--- config.mk ---
export PLATFORM = sky130hd
export DESIGN_NAME = vram_write_queue
export DESIGN_NICKNAME = d
export VERILOG_FILES = /design/src/rtl/vram_write_queue.sv
export SDC_FILE = /design/constraint.sdc
export NUM_CORES = 1
export LEC_CHECK = 0
export ABC_CLOCK_PERIOD_IN_PS = 5000
export CAP_MARGIN = 20
export CORE_MARGIN = 3
export CORE_UTILIZATION = 50
export DETAILED_ROUTE_END_ITERATION = 7
export PLACE_DENSITY = 0.68
export SLEW_MARGIN = 20
export SYNTH_ARGS = -nofsm -noshare
export SYNTH_HDL_FRONTEND = slang
export SYNTH_SLANG_ARGS = --single-unit
--- constraint.sdc ---
create_clock -name clk -period 5 [get_ports clk]
set_input_delay 0.75 -clock clk [delete_from_list [all_inputs] [get_ports clk]]
set_output_delay 0.75 -clock clk [all_outputs]
set_load 0.02 [all_outputs]
--- src/rtl/vram_write_queue.sv ---
// vram_write_queue: buffers CPU VRAM writes at any time and drains them into
// the GPU write port one entry per cycle while the GPU reports `writable`.
// Also reports fill level, dropped pushes and windows that closed early.
module vram_write_queue #(
   parameter int DEPTH      = 16,
   parameter int ADDR_WIDTH = 12
) (
   input  logic                     clk,
   input  logic                     rst,
   input  logic                     cpu_we,
   input  logic [ADDR_WIDTH-1:0]    cpu_addr,
   input  logic [7:0]               cpu_data,
   input  logic                     flush,
   input  logic                     writable,
   output logic [ADDR_WIDTH-1:0]    vram_address,
   output logic [7:0]               vram_data,
   output logic                     vram_we,
   output logic [$clog2(DEPTH):0]   count,
   output logic                     full,
   output logic                     overflow,
   input  logic                     clr_overflow,
   output logic [7:0]               late_frames,
   output logic                     drained
);

   localparam int PW = $clog2(DEPTH);
   localparam logic [PW:0] FULL_CNT = (PW+1)'(DEPTH);

   typedef enum logic {S_IDLE, S_DRAIN} state_t;

   logic [ADDR_WIDTH+7:0] mem_q [DEPTH];

   logic [PW-1:0] wr_ptr_q, wr_ptr_d;
   logic [PW-1:0] rd_ptr_q, rd_ptr_d;
   logic [PW:0]   count_q, count_d;
   logic          overflow_q, overflow_d;
   logic [7:0]    late_q, late_d;
   logic          drained_q, drained_d;
   state_t        state_q, state_d;

   logic pop;
   logic push_acc;
   logic push_drop;
   logic is_full;

   // Datapath and handshake toward the GPU; the GPU samples and we pop on the same edge.
   always_comb begin
      is_full      = (count_q == FULL_CNT);
      pop          = (state_q == S_DRAIN) && writable && (count_q != '0) && !flush;
      push_acc     = cpu_we && !flush && (!is_full || pop);
      push_drop    = cpu_we && !flush && is_full && !pop;
      vram_we      = pop;
      vram_address = mem_q[rd_ptr_q][ADDR_WIDTH+7:8];
      vram_data    = mem_q[rd_ptr_q][7:0];
      count        = count_q;
      full         = is_full;
      overflow     = overflow_q;
      late_frames  = late_q;
      drained      = drained_q;
   end

   // Pointer, occupancy, sticky flag and drain-state next values.
   always_comb begin
      wr_ptr_d   = wr_ptr_q;
      rd_ptr_d   = rd_ptr_q;
      count_d    = count_q;
      overflow_d = overflow_q;
      late_d     = late_q;
      drained_d  = 1'b0;
      state_d    = state_q;

      if (clr_overflow) overflow_d = 1'b0;
      if (push_drop)    overflow_d = 1'b1;

      if (flush) begin
         wr_ptr_d = '0;
         rd_ptr_d = '0;
         count_d  = '0;
         state_d  = S_IDLE;
      end else begin
         if (push_acc) wr_ptr_d = wr_ptr_q + 1'b1;
         if (pop)      rd_ptr_d = rd_ptr_q + 1'b1;
         count_d = count_q + {{PW{1'b0}}, push_acc} - {{PW{1'b0}}, pop};

         case (state_q)
            S_IDLE: begin
               if (writable && ((count_q != '0) || push_acc)) state_d = S_DRAIN;
            end
            S_DRAIN: begin
               if (!writable) begin
                  state_d = S_IDLE;
                  if ((count_q != '0) && (late_q != 8'hFF)) late_d = late_q + 8'd1;
               end else if (count_d == '0) begin
                  state_d   = S_IDLE;
                  drained_d = pop;
               end
            end
            default: state_d = S_IDLE;
         endcase
      end
   end

   // Control state registers with asynchronous active-low reset.
   always_ff @(posedge clk or negedge rst) begin
      if (!rst) begin
         wr_ptr_q   <= '0;
         rd_ptr_q   <= '0;
         count_q    <= '0;
         overflow_q <= 1'b0;
         late_q     <= '0;
         drained_q  <= 1'b0;
         state_q    <= S_IDLE;
      end else begin
         wr_ptr_q   <= wr_ptr_d;
         rd_ptr_q   <= rd_ptr_d;
         count_q    <= count_d;
         overflow_q <= overflow_d;
         late_q     <= late_d;
         drained_q  <= drained_d;
         state_q    <= state_d;
      end
   end

   // Entry storage is never reset; only accepted pushes write it.
   always_ff @(posedge clk) begin
      if (push_acc) mem_q[wr_ptr_q] <= {cpu_addr, cpu_data};
   end

endmodule

**After elaboration in Yosys (flattened, before gate mapping)**

Memory sizes are Yosys's and may differ from the RTL's.
Cells that the tools add are included.

- Bits in registers: 24
- RAM bits: 320
- Bits of input ports: 26
- Output and inout port bits: 37
- Word-level logic and storage cells: 56
- Memories kept: 1

Memories:

| name | depth | bits a word | read ports | clocked after memory_dff | write ports | RTL line | text |
|---|---|---|---|---|---|---|---|
| mem_q | 16 | 20 | 1 | 0 | 1 | 31 | `logic [ADDR_WIDTH+7:0] mem_q [DEPTH];` |

- Add/sub/neg operators: 5
- Equality and inequality tests: 2
- Multiplexer cells: 18
- Bitwise operators: 3
- Reductions and logical operators: 20

Operators by type and width:

| kind | count |
|---|---|
| 2-to-1 mux 4 bit | 4 |
| 2-to-1 mux 1 bit | 12 |
| logical AND 1 bit | 9 |
| adder 4 x 1 -> 4 bit, second input constant | 2 |
| adder 8 x 1 -> 8 bit, second input constant | 1 |
| != test 8 bit, second input constant | 1 |
| nonzero test 2 bit | 3 |
| adder 5 x 1 -> 5 bit | 1 |
| == test 5 bit, second input constant | 1 |
| zero test 5 bit | 1 |
| 2-to-1 mux 5 bit | 1 |
| nonzero test 5 bit | 1 |
| subtractor 5 x 1 -> 5 bit | 1 |
| AND reduction 4 bit | 1 |
| zero test 1 bit | 3 |
| inverter 1 bit | 3 |
| logical OR 1 bit | 2 |
| one-hot mux 1 bit (2 select lines) | 1 |

**Longest topological paths before layout**

- Depth after elaboration: 12
- Gate-level depth with buffers: 13
- Depth with buffers taken out: 13

**Worst setup path before layout**

OpenSTA, ideal clock, no wires.

- Kind: flip-flop to flip-flop
- Start: register count_q[2], in the netlist count[2]
- End: memory mem_q[3][0] (netlist name), enable pin
- Setup time: 0.448 ns
- Arrival: 3.430 ns
- Data required time: 4.552 ns
- Slack: 1.122 ns
- Cell stages (with the launch flop): 7
- Path buffers: 0
- Clock period less this slack: 3.878 ns
- Path through: dfrtp_1 inv_1 ha_1 and4bb_2 a21oi_2 inv_1 nor4_1

- Elaborated cells between the ends (all ways): 9
- Classes of those cells: eq/ne: 1; mux: 2; reduce/logical: 6

RTL lines:

| element | RTL line | text |
|---|---|---|
| start: declaration | 35 | `logic [PW:0] count_q, count_d;` |
| start signal: assignment | 116 | `count_q <= count_d;` |
| == test 5 bit | 48 | `is_full = (count_q == FULL_CNT);` |
| via full | 19 | `output logic full,` |
| zero test 1 bit | 50 | `push_acc = cpu_we && !flush && (!is_full \|\| pop);` |
| logical OR 1 bit | 50 |  |
| logical AND 1 bit | 50 |  |
| 2-to-1 mux 1 bit | 126 | `if (push_acc) mem_q[wr_ptr_q] <= {cpu_addr, cpu_data};` |
| 2-to-1 mux 1 bit (not written as such) | 126 |  |
| end: declaration | 31 |  |

The timed path passes the listed nets, and every way through them passes these cells.

**Final worst setup path**

- Start: register rd_ptr_q[1]
- End: output vram_address[5]

- Longest elaborated chain between the ends: 1

Ends and longest elaborated chain:

| element | RTL line | text |
|---|---|---|
| start: declaration | 34 | `logic [PW-1:0] rd_ptr_q, rd_ptr_d;` |
| start signal: assignment | 115 | `rd_ptr_q <= rd_ptr_d;` |
| memory read (16 x 20 bit) | -- |  |
| end: declaration | 15 | `output logic [ADDR_WIDTH-1:0] vram_address,` |

Every way passes these cells.

==> metrics.cfg <==
[global_routing]
grt_pass1_vias = 7353
use_met2_pct = 31.96
grt-ovfl-total = 0
antenna_found_initial = 0
grt_usage_pct = 20.58
grt_max_degree = 47
top_usage_layer = met2
grt_pass1_wl_um = 44930
met1_usage_pct = 31.09
grt_use_met3_pct = 3.356

[synthesis]
ys_seq_area_share_pct = 74.83
synth.avg_cell_area_sq_um = 18.41
ys_warn_count = 0
syn_area_sq_um = 13640
synth-edff-count = 320
synth_fp_nets = 779
ys_types = 43
synthTopCellsByArea = edfxtp_1, mux4_2, dfrtp_1, mux2i_1, mux2_2
synth_cells = 741
synth_flop_cell = edfxtp_1
ys_ff_latch = 344
synth_area_leader_cell = edfxtp_1
synth_top_area_share_pct = 70.43
async_flop_share_pct = 6.977

[die]
io_pins = 63
die_x_um = 171.2
dieArea_sq_um = 29300
start_util_pct = 51.62
core_sq_um = 26430
die_y_um = 171.2
row_count = 59

[cells_and_area]
seq_area_sq_um = 10210
layout_common_cells = edfxtp_1, clkdlybuf4s50_1, mux2i_1, o21ai_0, mux4_2
num-fill-cells = 1900
antenna_cells = 0
layout_commonest_cell = edfxtp_1
design_area_sq_um = 15870
nNetsFinal = 870
drive_gt1_share_pct = 18.88
multi_input_area_sq_um = 3251
syn2layout_area_growth_pct = 16.32

[clocking]
clockBufferDepth = 3
cts_tree = yes
cts-resized-gates = 0
cts_hold_buffers = 0
clock-sinks = 344
clkSlewWorstSetupHoldPaths_ps = 60
htreeDepth = 2
insertion_delay_ps = 510
clockRootBuffer = clkbuf_16
cts_buffers = 35
post_cts_buffers = 0

[routing]
drc = 0
avgRoutedWirePerCell_um = 24.71
post_drt_via_cell_ratio = 6.058
drt-initial-drc-count = 762
first_pass_iters = 5
ant_nets = 0
routed-via-count = 7227
wl_um = 29480

[worst_setup_path]
end_kind = output port
worstPathCellList = and2_1 > a221oi_1 > o21ai_0 > nand2_1 > clkdlybuf4s50_1
slowest_stage = and2_1
path_max_fanout = 23
cp_slowest_stage_delay_ps = 950
timing.rr.end = state_q
required_ps = 4250
worstSetupStartpoint = rd_ptr_q[1]
cp_num_buf_inv = 1
regToRegStartpoint = count[3]
r2r_slack_ps = 1730
start_kind = register
crit_cells = 5
critPathKind = reg2out
crit_family = simple AND/OR/NAND/NOR gates
reg2reg_depth = 13
cp_data_arrival_time_ps = 3500

[pwr]
p_per_area_nw_per_um2 = 407.2
leakage_uw = 0.005074
finalPower_uw = 6462
ir_drop_mv = 0.2991

[place]
gp_congestion = 0.8775
postPlaceCellArea_sq_um = 14770
dp_slack_ps = 1067
io_buffers = 62
hpwlAfterDp_um = 17730

[timing]
max_freq_ghz = 0.2355
tightest_slew_ps = 1104
post-route-period-util_pct = 84.93
fin_ws_ps = 753.6
skew_ps = 9.561
rsz0062_at_grt = no
finalSetupViolCount = 0
hold_viol = 0
whs_ps = 236.9
finalMaxSlewViolations = 0
setup_tns_ps = 0
slew_headroom_pct = 26.40
min_period_ps = 4246

[worst_hold_path]
hold_class = in2async

[outcome]
status = complete, no violations

[job]
cap_violations = 0

-- cell families after synthesis --
logic type | synth area share [%]
mux | 12.66
flops | 74.83
compound gates | 5.209
buf+inv | 1.908
xor+xnor | 0.9630
fa+ha+maj | 1.156
simple gates | 3.274
-- cells in the mapped netlist, drive strengths merged, types with 11 or more instances --
| cell | number |
|---|---|
| inv | 12 |
| buf | 15 |
| edfxtp | 320 |
| ha | 11 |
| o21ai | 44 |
| mux2 | 20 |
| nor2 | 14 |
| mux2i | 60 |
| a22oi | 20 |
| a21oi | 24 |
| clkbuf | 21 |
| dfrtp | 24 |
| a221oi | 20 |
| mux4 | 40 |
| nor3 | 11 |
| nand2 | 34 |
-- report_power, final --
part	leakage (uW)	internal [uW]	total, uW	switching [uW]
Sequential	0.00321	3220	3280	58.8
Clock	0.000545	1460	2480	1020
Combinational	0.00132	318	701	383
-- area by class of cell --
| cell class | count | area share (%) |
|---|---|---|
| clock buffer | 43 | 6.040 |
| clock inverter | 20 | 0.8988 |
| sequential | 344 | 64.37 |
| inverter | 12 | 0.2838 |
| tap | 335 | 2.641 |
| timing repair buffer | 90 | 5.283 |
| multi-input combinational | 349 | 20.48 |
-- worst max path at each step --
stage / endpoint / slack, ps
floorplan: mem_q[3][0] / 1120
CTS: vram_address[4] / 750
global placement: state_q / 1230
detailed placement: state_q / 1070
finish: vram_address[5] / 750
global route: vram_address[4] / 570
-- layer usage --
layer	vias up	routed length [um]
met2	285	14030
met4	0	624
met1	3735	12520
met5	-	0
li1	3159	-
met3	48	2304
-- state kept, by name, summed over array words and instances, names as in the netlist --
name	count
count	5
state_q	1
late_frames	8
mem_q	320
overflow	1
drained	1
wr_ptr_q	4
rd_ptr_q	4
-- through the flow --
step,util [%],instances
after detailed placement,55.90,1130
after global placement,55.90,1130
after global routing,60.05,1193
after CTS,60.07,1193
final,60.05,1193
after floorplan,-,741
Note: power is estimated with default switching activity, not from simulation.
